<file path="src/rtl/relu_nn_ctrl.sv">
// Inference sequencer for the 2-2-1 ReLU XOR network: accepts an input pair, holds it on
// the network inputs, waits LATENCY+1 edges, captures and thresholds the output, counts results.
module relu_nn_ctrl #(
  parameter int          WIDTH      = 16,
  parameter int          FRAC       = 8,
  parameter int          LATENCY    = 2,
  parameter int          THRESH     = 128,
  parameter logic [15:0] COUNT_INIT = 16'h0000
) (
  input  logic             clk,
  input  logic             rst,
  input  logic             in_valid,
  output logic             in_ready,
  input  logic [WIDTH-1:0] in_a,
  input  logic [WIDTH-1:0] in_b,
  output logic [WIDTH-1:0] nn_in1,
  output logic [WIDTH-1:0] nn_in2,
  input  logic [WIDTH-1:0] nn_out,
  output logic             out_valid,
  input  logic             out_ready,
  output logic [WIDTH-1:0] out_value,
  output logic             out_bit,
  output logic [15:0]      inf_count,
  output logic [1:0]       dbg_state
);

  // An out-of-range FRAC collapses the threshold to zero rather than wrapping it.
  localparam logic signed [WIDTH-1:0] THRESH_Q = (FRAC < WIDTH) ? WIDTH'(THRESH) : '0;
  localparam logic [3:0]              LAT      = 4'(LATENCY);

  typedef enum logic [1:0] {
    S_IDLE = 2'd0,
    S_WAIT = 2'd1,
    S_DONE = 2'd2
  } state_t;

  state_t     state;
  logic [3:0] cnt;

  // Handshakes: a transfer happens on a rising edge where valid and ready are both high;
  // in_ready/out_valid are registered alongside state, so neither depends on the peer's signal.
  always_ff @(posedge clk or negedge rst) begin
    if (!rst) begin
      state     <= S_IDLE;
      in_ready  <= 1'b1;
      out_valid <= 1'b0;
      cnt       <= '0;
      nn_in1    <= '0;
      nn_in2    <= '0;
      out_value <= '0;
      out_bit   <= 1'b0;
      inf_count <= COUNT_INIT;
    end else begin
      case (state)
        S_IDLE: begin
          if (in_valid) begin
            nn_in1   <= in_a;
            nn_in2   <= in_b;
            cnt      <= '0;
            state    <= S_WAIT;
            in_ready <= 1'b0;
          end
        end
        S_WAIT: begin
          if (cnt == LAT) begin
            out_value <= nn_out;
            out_bit   <= ($signed(nn_out) >= THRESH_Q);
            state     <= S_DONE;
            out_valid <= 1'b1;
          end else begin
            cnt <= cnt + 4'd1;
          end
        end
        S_DONE: begin
          if (out_ready) begin
            state     <= S_IDLE;
            out_valid <= 1'b0;
            in_ready  <= 1'b1;
            inf_count <= inf_count + 16'd1;
          end
        end
        default: begin
          state     <= S_IDLE;
          out_valid <= 1'b0;
          in_ready  <= 1'b1;
        end
      endcase
    end
  end

  assign dbg_state = state;

endmodule
</file>
<file path="config.mk">
export PLATFORM = sky130hd
export DESIGN_NAME = relu_nn_ctrl
export DESIGN_NICKNAME = d
export VERILOG_FILES = /design/src/rtl/relu_nn_ctrl.sv
export SDC_FILE = /design/constraint.sdc
export NUM_CORES = 1
export LEC_CHECK = 0
export CORE_MARGIN = 4
export CORE_UTILIZATION = 40
export CTS_BUF_LIST = sky130_fd_sc_hd__clkbuf_8
export DETAILED_ROUTE_END_ITERATION = 7
export GPL_TIMING_DRIVEN = 0
export PLACE_DENSITY = 0.78
export REMOVE_ABC_BUFFERS = 1
export SLEW_MARGIN = 15
export SYNTH_ARGS = -nofsm -noshare
export SYNTH_HDL_FRONTEND = slang
export SYNTH_SLANG_ARGS = --single-unit
</file>
<file path="constraint.sdc">
create_clock -name clk -period 1.8 [get_ports clk]
set_input_delay 0.45 -clock clk [delete_from_list [all_inputs] [get_ports clk]]
set_output_delay 0.45 -clock clk [all_outputs]
set_load 0.005 [all_outputs]
</file>
Yosys cells after proc, flatten, opt, wreduce, memory -nomap -nowiden:

Cells that the tools add are included.

* bitwise logic cells: 2
* $lt $le $gt $ge: 1
* equality and inequality tests: 7
* $add $sub $neg: 2
* mux-type cells: 13
* $mul: 0
* reduce and logical (&&, ||, !) cells: 9
* divide/modulo/power cells: 0
* shift operators: 0

Operators by type and width (count)
* adder 16 x 1 -> 16 bit (second input constant): 1
* greater-or-equal comparator 16 x 9 -> 1 bit (second input constant): 1
* AND reduction 3 bit: 4
* two-way mux 4 bit: 2
* inequality test 2 bit (second input constant): 4
* case mux 4 bit (2 select lines): 1
* two-way mux 2 bit: 3
* case mux 1 bit (3 select lines): 2
* case mux 2 bit (3 select lines): 1
* AND reduction 2 bit: 3
* adder 4 x 1 -> 4 bit (second input constant): 1
* equality test 4 x 2 -> 1 bit (second input constant): 1
* two-way mux 1 bit: 4
* equality test 2 x 1 -> 1 bit (second input constant): 1
* equality test 2 bit (second input constant): 1
* logical NOT 2 bit: 1
* inverter 1 bit: 2
* nonzero test 2 bit: 1

* memory bits (read-only): 0
* output and inout bits: 69
* latch bits: 0
* RAM bits: 0
* bits in registers: 73
* word-level logic and storage cells: 43
* input bits: 52
* memories kept: 0

Depth between registers and ports, before layout:

Gate-level depths: netlist of run 1.

* depth after elaboration: 3
* mapped depth: 7
* depth with buffers taken out: 6

Worst setup path after synthesis of run 1:

OpenSTA, ideal clock, no wires.

* kind: reg-to-reg
* start point: reg cnt[0]
* end point: reg out_value[0]
* data required time: 1675 ps
* slack: 123 ps
* path buffers: 1
* arrival time: 1552 ps
* setup time: 125 ps
* cell stages (with the launch flop): 7
* period minus slack after synthesis: 1677 ps
* cells stage by stage: dfrtp_1 -> inv_1 -> ha_1 -> nand2b_1 -> or4_4 -> buf_6 -> mux2_4

* longest elaborated chain between the ends: 2

RTL lines
* start: declaration: RTL line 38 `logic [3:0] cnt;`
* start signal: assignment: RTL line 71 `cnt <= cnt + 4'd1;`
* equality test 4 x 2 -> 1 bit: RTL line 65 `if (cnt == LAT) begin`
* AND reduction 2 bit (no source line)
* end signal: assignment: RTL line 66 `out_value <= nn_out;`
* end: declaration: RTL line 21 `output logic [WIDTH-1:0] out_value,`

No other way between the ends.
A chain may end at the register's enable or synchronous reset.

Final worst setup path of run 1:

* start point: reg cnt[0]
* end point: reg out_value[5]

Same word-level chain as after synthesis.

==> results_dict.tcl, run 1 <==
set metrics [dict create \
    max_freq_mhz 563.5 \
    drt_iter0_drc 54 \
    cts_tree "done" \
    critPathLaunch "cnt[0]" \
    layout_commonest_cell "clkdlybuf4s50_1" \
    hold_viol 0 \
    cellPowerDensity_mw_per_mm2 1536 \
    htree_levels 3 \
    globalplace.congestion 0.7238 \
    grt_util_all_layers_pct 15.26 \
    cts_root_buf "clkbuf_8" \
    core_mm2 0.007253 \
    synth.area.top_cells "dfrtp_1, mux2_2, mux2_4" \
    grt_pass1_vias 2201 \
    wl_met2_mm 3.487 \
    syn_to_final_growth_pct 57.48 \
    hpwl_mm 4.679 \
    synth_cell_types 32 \
    worst-r2r-setup-slack_ns 0.03 \
    grt_first_pass_wirelength_mm 10.55 \
    synthCells 207 \
    wl_per_cell_um 15.37 \
    crit_fanout 5 \
    clk_pin_slew_ns 0.10 \
    status "finished clean" \
    tns_ns 0 \
    dr.pass1.iters 4 \
    crit_family "simple AND/OR/NAND/NOR gates" \
    holdWs_ns 0.4861 \
    drive_above_1_share_pct 26.97 \
    fin_nets 406 \
    wl_met1_mm 2.978 \
    grt_overflow 0 \
    path_class "reg2reg" \
    port_buffers 120 \
    finalCriticalPeriod_ns 1.775 \
    clock-sinks 73 \
    synth_seq_cells 73 \
    ios 121 \
    routed_via_density 4.813 \
    path_cells "inv_1 > ha_2 > nand2b_4 > or4_4 > mux2_4" \
    start_util_pct 41.18 \
    drc_errors 0 \
    yosysTopAreaCell "dfrtp_1" \
    slowest_stage "or4_4" \
    antenna_left 0 \
    row_count 31 \
    syn_area_mm2 0.002987 \
    hold_class "in2async" \
    top_layer_used "met4" \
    timing.rr.start "cnt[0]" \
    num_vias 2190 \
    die_h_um 94.41 \
    crit_required_ns 2.01 \
    ys_seq_area_share_pct 61.21 \
    cpPeakStageDelay_ns 0.61 \
    cp_num_cells 5 \
    relSlewSlack_pct 71.73 \
    setup_viol 0 \
    wirelength_mm 6.992 \
    worst_slew_pin_slew_ns 0.4196 \
    p_total_mw 7.222 \
    antenna_cells 0 \
    rr_worst_depth 5 \
    finClkSkew_ns 0.01922 \
    peakVddDrop_v 0.0006999 \
    endpoint "out_value[5]" \
    final_cell_mix "clkdlybuf4s50_1, dfrtp_1, mux2_2" \
    clock_latency_ns 0.34 \
    startpoint_type "flip-flop" \
    postSynthAreaPerCell_um2 14.43 \
    p_leak_nw 2.039 \
    cts_max_path_buffers 2 \
    maxSlewViolCount 0 \
    yosysWarnings 0 \
    maxCapViolations 0 \
    timing.final.crit_share_pct 98.59 \
    rsz0062_at_grt "yes" \
    fp.dieW_um 94.41 \
    numCtsBuffers 9 \
    setup.worst_path.end_class "flip-flop" \
    arrival_ns 1.99 \
    antenna_found_initial 0 \
    synthDominantCellAreaShare_pct 60.33 \
    worstReg2RegEnd "out_value[5]" \
    stdcell_area_mm2 0.004703 \
    dr_wl_met3_um 467 \
    nFillCells 582 \
    die-area_mm2 0.008913 \
    dpl_cell_area_mm2 0.004329 \
    crit_buf_inv 1 \
    grt_max_degree 62 \
]
## logic make-up after synthesis
| family | share of synthesized area [%] |
|---|---|
| AO/OA/AOI/OAI | 2.681 |
| XOR/XNOR | 4.692 |
| adder cells (fa/ha/maj) | 1.257 |
| buffers and inverters | 1.675 |
| flip-flops | 61.21 |
| multiplexers | 20.44 |
| AND/OR/NAND/NOR | 8.043 |
## metrics by stage
stage | cells | setup WS (ns) | utilization [%]
2_1_floorplan | 201 | -0.7869 | -
3_3_place_gp | 420 | -2.214 | 58.86
3_5_place_dp | 422 | -0.3950 | 59.69
4_1_cts | 444 | -0.03703 | 63.41
5_1_grt | 455 | -0.02347 | 64.84
6_report | 455 | 0.02530 | 64.84
## sequential cells by signal, indices dropped and copies added, names as in the netlist
signal,count
out_valid,1
inf_count,16
out_value,16
cnt,4
nn_in2,16
dbg_state,2
nn_in1,16
out_bit,1
in_ready,1
## worst reg2reg max path, stage by stage (launching register included)
cell      delay (ns)
dfrtp_1         0.39
inv_1           0.06
ha_2            0.19
nand2b_4        0.08
or4_4           0.61
mux2_4          0.34
## Yosys cell counts
cell type   n
nand4_1     4
and3b_1     1
nand3b_1    2
nand2b_1    2
xnor2_1    11
nand3_1     6
a21o_1      1
dfstp_2     1
nor2b_1     1
nor2_1      6
a211oi_1    1
mux2i_1     1
mux2_4     16
a21oi_1     3
o211ai_1    1
ha_1        3
inv_1       1
dfrtp_1    72
nor4_2      1
buf_6       2
nor4_1      2
nand4b_1    1
inv_2       1
or4_4       1
nand2_1    11
xor2_1      5
mux2_2     32
and4_1      1
nor3_1      5
o21a_1      1
buf_2       4
o21ai_0     7
## what timing repair did
item                       in CTS  in global routing
gates cloned                    0                  2
resized for setup               6                  8
hold endpoints to repair       12                  0
setup endpoints to repair      42                 26
buffers inserted                5                  9
pin swaps                       0                  3
hold buffers                    1                  0
## worst min-delay path by stage
stage,from,end,cells past startpoint
6_report,rst,inf_count[15],2
5_1_grt,rst,inf_count[13],2
4_1_cts,rst,inf_count[15],2
3_5_place_dp,rst,inf_count[14],1
3_3_place_gp,out_bit,out_bit,1
2_1_floorplan,rst,cnt[0],0
## per-layer routing
layer	global-route usage, %	vias to the layer above
met1	19.36	1078
met3	3.904	5
met2	25.18	77
met5	0	-
met4	5.776	0
li1	-	1030
## area by class of cell
| cell class | instances | area [um2] | area share (%) |
|---|---|---|---|
| inverter | 2 | 7.507 | 0.1596 |
| timing repair buffer | 137 | 1379 | 29.32 |
| tap | 99 | 123.9 | 2.634 |
| clock buffer | 9 | 123.9 | 2.634 |
| clock inverter | 7 | 76.32 | 1.623 |
| sequential | 73 | 1836 | 39.03 |
| multi-input combinational | 128 | 1157 | 24.61 |
## power by group
group	internal, mW	total [mW]	switching, mW
combinational	2.19	3.16	0.974
clock	0.650	1.30	0.647
sequential	2.33	2.76	0.435
total	5.17	7.22	2.06
Note: power is estimated with default switching activity, not from simulation.
==> run 2, diff against run 1 <==
--- a/config.mk
+++ b/config.mk
@@ -6,12 +6,13 @@
 export NUM_CORES = 1
 export LEC_CHECK = 0
 export CORE_MARGIN = 4
-export CORE_UTILIZATION = 40
+export CORE_UTILIZATION = 44
 export CTS_BUF_LIST = sky130_fd_sc_hd__clkbuf_8
 export DETAILED_ROUTE_END_ITERATION = 7
 export GPL_TIMING_DRIVEN = 0
-export PLACE_DENSITY = 0.78
+export PLACE_DENSITY = 0.81
 export REMOVE_ABC_BUFFERS = 1
+export SETUP_SLACK_MARGIN = 0.05
 export SLEW_MARGIN = 15
 export SYNTH_ARGS = -nofsm -noshare
 export SYNTH_HDL_FRONTEND = slang
==> constraint.sdc (replaced) <==
create_clock -name clk -period 1.7 [get_ports clk]
set_input_delay 0.425 -clock clk [delete_from_list [all_inputs] [get_ports clk]]
set_output_delay 0.425 -clock clk [all_outputs]
set_load 0.005 [all_outputs]
==> run 2 against run 1 <==
Compared with the run above: the run now ends with negative setup slack left; critical path depth is the same; non-clock buffer count grew 25; critical path type unchanged; highest routed layer unchanged; via count grew 5.8%; critical endpoint unchanged.
==> results_dict.tcl, run 2 (synthesis results as in run 1) <==
set metrics [dict create \
    status "finished with violations" \
    violations "negative setup slack" \
    antenna_found_initial 0 \
    p_total_mw 7.902 \
    startpoint_type "flip-flop" \
    layout_commonest_cell "clkdlybuf4s50_1" \
    hold_class "in2async" \
    grt_overflow 0 \
    numCtsBuffers 9 \
    hold_viol 0 \
    clk_pin_slew_ns 0.07 \
    crit_buf_inv 1 \
    antenna_cells 0 \
    die-area_mm2 0.008169 \
    row_count 29 \
    port_buffers 120 \
    rsz0062_at_grt "yes" \
    slowest_stage "or4_4" \
    die_h_um 90.39 \
    wl_per_cell_um 16.93 \
    drive_above_1_share_pct 32.02 \
    arrival_ns 2.02 \
    setup_ws_ns -0.1074 \
    setup_viol 15 \
    setup.worst_path.end_class "flip-flop" \
    start_util_pct 46.24 \
    drt_iter0_drc 90 \
    antenna_left 0 \
    maxCapViolations 0 \
    grt_pass1_vias 2337 \
    crit_required_ns 1.91 \
    tns_ns -0.8628 \
    cts_tree "done" \
    peakVddDrop_v 0.0008106 \
    maxSlewViolCount 0 \
    htree_levels 3 \
    drc_errors 0 \
    crit_family "simple AND/OR/NAND/NOR gates" \
    cts_max_path_buffers 2 \
    num_vias 2316 \
    grt_first_pass_wirelength_mm 11.63 \
    dr_wl_met3_um 441 \
    dr.pass1.iters 4 \
    grt_util_all_layers_pct 17.57 \
    fp.dieW_um 90.39 \
    relSlewSlack_pct 67.74 \
    grt_max_degree 39 \
    globalplace.congestion 0.7869 \
    crit_fanout 6 \
    ios 121 \
    cellPowerDensity_mw_per_mm2 1584 \
    clock_latency_ns 0.32 \
    cts_root_buf "clkbuf_8" \
    wl_met1_mm 3.249 \
    path_cells "inv_1 > ha_2 > nand2b_4 > or4_4 > mux2_4" \
    timing.final.crit_share_pct 106.3 \
    postCtsHoldBufs 0 \
    finalCoreUtilization_pct 77.26 \
    max_freq_mhz 553.3 \
    hpwl_mm 4.892 \
    path_class "reg2reg" \
    syn_to_final_growth_pct 67.07 \
    routed_via_density 5.057 \
    core_mm2 0.006459 \
    top_layer_used "met4" \
    finClkSkew_ns 0.006723 \
    fin_nets 431 \
    cpPeakStageDelay_ns 0.60 \
    worst_slew_pin_slew_ns 0.4839 \
    wirelength_mm 7.755 \
    finalCriticalPeriod_ns 1.807 \
    wl_met2_mm 4.012 \
    p_leak_nw 2.608 \
    clock-sinks 73 \
    final_cell_mix "clkdlybuf4s50_1, dfrtp_1, dlymetal6s2s_1, buf_4, mux2_2" \
]
-- run 2: metrics by stage --
| stage | setup slack (ns) | cell area (um2) | cells | hold slack, ns |
|---|---|---|---|---|
| 2_1_floorplan | -0.8869 | 2944 | 201 | 0.1294 |
| 3_3_place_gp | -2.342 | 4242 | 398 | 0.4582 |
| 3_5_place_dp | -0.4973 | 4294 | 400 | 0.4188 |
| 4_1_cts | -0.1311 | 4690 | 438 | 0.06618 |
| 5_1_grt | -0.1817 | 4990 | 458 | 0.08561 |
| 6_report | -0.1074 | 4990 | 458 | 0.05445 |
-- run 2: layout make-up --
cell class / instances / area, um2
timing repair buffer: 162 / 1673
tap: 77 / 96.34
multi-input combinational: 128 / 1170
clock inverter: 7 / 86.33
clock buffer: 9 / 123.9
sequential: 73 / 1833
fill: 420 / 1469
inverter: 2 / 7.507
-- run 2: final timing paths --
path / from / end / slack (ns) / depth (start not counted)
max in group asynchronous: rst / out_valid / 1.08 / 2
hold reg to reg: nn_in2[7] / nn_in2[7] / 0.51 / 1
setup / recovery: cnt[0] / out_value[5] / -0.11 / 5
setup reg to reg: cnt[0] / out_value[5] / -0.11 / 5
min in group clk: out_ready / dbg_state[1] / 0.47 / 2
hold / removal: rst / nn_in2[12] / 0.05 / 1
-- run 2: routing by layer --
| metal | track usage [%] | vias up |
|---|---|---|
| met5 | 0 | - |
| met4 | 5.867 | 0 |
| met3 | 4.500 | 4 |
| met2 | 29.99 | 78 |
| met1 | 21.73 | 1159 |
| li1 | - | 1075 |
-- run 2: worst reg2reg max path: stages, from the launching register on --
cell and delay (ns):
dfrtp_1 0.42, inv_1 0.08, ha_2 0.19, nand2b_4 0.08, or4_4 0.60, mux2_4 0.33
-- run 2: timing repair --
action / CTS / global route
resized for setup: 12 / 48
gates cloned: 0 / 5
setup buffers: 22 / 15
setup endpoints to repair: 76 / 95
pin swaps: 3 / 11
-- run 2: where the power goes --
group	switching, mW	total, mW	internal [mW]
logic	1.16	3.55	2.39
registers	0.450	2.92	2.47
clock network	0.621	1.44	0.814
==> run 3, diff against run 2 <==
--- a/config.mk
+++ b/config.mk
@@ -10,6 +10,7 @@
 export CTS_BUF_LIST = sky130_fd_sc_hd__clkbuf_8
 export DETAILED_ROUTE_END_ITERATION = 7
 export GPL_TIMING_DRIVEN = 0
+export HOLD_SLACK_MARGIN = 0.15
 export PLACE_DENSITY = 0.81
 export REMOVE_ABC_BUFFERS = 1
 export SETUP_SLACK_MARGIN = 0.05
==> constraint.sdc (replaced) <==
create_clock -name clk -period 1.7 [get_ports clk]
set_input_delay 0.425 -clock clk [delete_from_list [all_inputs] [get_ports clk]]
set_output_delay 0.425 -clock clk [all_outputs]
set_load 0.01 [all_outputs]
==> run 3 against run 2 <==
Compared with the run above: the run still ends with negative setup slack left; worst setup slack improved by 0.012 ns; largest cell class unchanged; flip-flop and latch count unchanged; routed wire length decreased by 8.7%; fmax increased by 0.67%; combinational power decreased by 14%.
==> results_dict.tcl, run 3 (synthesis results as in run 1) <==
set metrics [dict create \
    antenna_cells 0 \
    grt_pass1_vias 2257 \
    htree_levels 3 \
    slowest_stage "or4_4" \
    dpl_cell_area_mm2 0.004294 \
    tns_ns -0.6232 \
    violations "negative setup slack" \
    maxCapViolations 0 \
    finalCriticalPeriod_ns 1.795 \
    wl_per_cell_um 16.43 \
    rr_worst_depth 5 \
    relSlewSlack_pct 68.23 \
    endpoint "out_value[14]" \
    numCtsBuffers 9 \
    cts_root_buf "clkbuf_8" \
    clk_pin_slew_ns 0.07 \
    row_count 29 \
    crit_required_ns 1.91 \
    worst_slew_pin_slew_ns 0.4766 \
    antenna_left 0 \
    num_vias 2170 \
    arrival_ns 2.00 \
    rsz0062_at_grt "yes" \
    top_layer_used "met4" \
    globalplace.congestion 0.7869 \
    clock_latency_ns 0.32 \
    crit_fanout 6 \
    cts_max_path_buffers 2 \
    path_class "reg2reg" \
    antenna_found_initial 0 \
    ios 121 \
    hold_class "in2reg" \
    grt_overflow 0 \
    drc_errors 0 \
    cpPeakStageDelay_ns 0.60 \
    wl_met1_mm 3.006 \
    wirelength_mm 7.080 \
    crit_buf_inv 1 \
    finClkSkew_ns 0.007313 \
    core_mm2 0.006459 \
    stdcell_area_mm2 0.004626 \
    peakVddDrop_v 0.0007477 \
    hpwl_mm 4.892 \
    port_buffers 120 \
    fp.dieW_um 90.39 \
    cts_tree "done" \
    startpoint_type "flip-flop" \
    setup_ws_ns -0.09541 \
    drt_iter0_drc 67 \
    final_cell_mix "dfrtp_1, dlygate4sd2_1, clkdlybuf4s50_1" \
    setup.worst_path.end_class "flip-flop" \
    finalNonFillerCells 431 \
    drive_above_1_share_pct 25.99 \
    p_leak_nw 2.301 \
    critPathLaunch "cnt[0]" \
    wl_met2_mm 3.581 \
    timing.final.crit_share_pct 105.6 \
    worstReg2RegEnd "out_value[14]" \
    dp.cells 400 \
    maxSlewViolCount 0 \
    layout_commonest_cell "dfrtp_1" \
    worst-r2r-setup-slack_ns -0.1 \
    crit_family "simple AND/OR/NAND/NOR gates" \
    grt_first_pass_wirelength_mm 11.14 \
    routed_via_density 5.035 \
    syn_to_final_growth_pct 54.88 \
    die_h_um 90.39 \
    timing.rr.start "cnt[0]" \
    grt_max_degree 39 \
    status "finished with violations" \
    dr_wl_met3_um 421 \
    cp_num_cells 5 \
    grt_util_all_layers_pct 16.78 \
    max_freq_mhz 557.0 \
    setup_viol 11 \
    path_cells "inv_1 > ha_2 > nand2b_4 > or4_4 > mux2_4" \
    die-area_mm2 0.008169 \
    fin_nets 404 \
    clock-sinks 73 \
    dr.pass1.iters 4 \
    cellPowerDensity_mw_per_mm2 1610 \
    start_util_pct 46.24 \
    pre_cts_ws_ns -0.4973 \
    hold_viol 0 \
]
## run 3: layer usage
layer  global-route usage, %  up-vias
li1                        -     1019
met1                   21.12     1069
met3                   4.250        6
met5                       0        -
met4                   5.357        0
met2                   28.38       76
## run 3: report_power, final
group / switching [mW] / total (mW) / internal, mW
logic: 1.26 / 3.07 / 1.81
registers: 0.481 / 2.95 / 2.46
clock network: 0.615 / 1.43 / 0.814
## run 3: repair_timing
item,CTS,global route
endpoints found under the hold margin,34,0
gates cloned,0,2
resized for setup,66,16
setup buffers,9,3
endpoints found under the setup margin,119,34
hold buffers,1,0
pin swaps,1,4
## run 3: area by class of cell
type,count,area [um2]
tap,77,96.34
timing repair buffer,135,1306
inverter,2,7.507
clock inverter,7,86.33
sequential,73,1832
multi-input combinational,128,1174
fill,498,1833
clock buffer,9,123.9
## run 3: worst min path at each step
stage,from,endpoint,slack [ns],depth (start not counted)
final,out_ready,dbg_state[1],0.45,2
after detailed placement,rst,nn_in2[12],0.42,1
after floorplan,rst,cnt[0],0.13,0
after global placement,inf_count[15],inf_count[15],0.46,1
after global routing,out_ready,dbg_state[1],0.45,2
after CTS,inf_count[15],inf_count[15],0.47,1
## run 3: per-stage QoR
stage | hold WS (ns) | utilization, % | power (mW)
2_1_floorplan | 0.1294 | - | 4.496
3_3_place_gp | 0.4582 | 65.67 | 6.205
3_5_place_dp | 0.4188 | 66.49 | 6.381
4_1_cts | 0.4744 | 70.22 | 7.446
5_1_grt | 0.4498 | 71.62 | 7.916
6_report | 0.4523 | 71.62 | 7.447
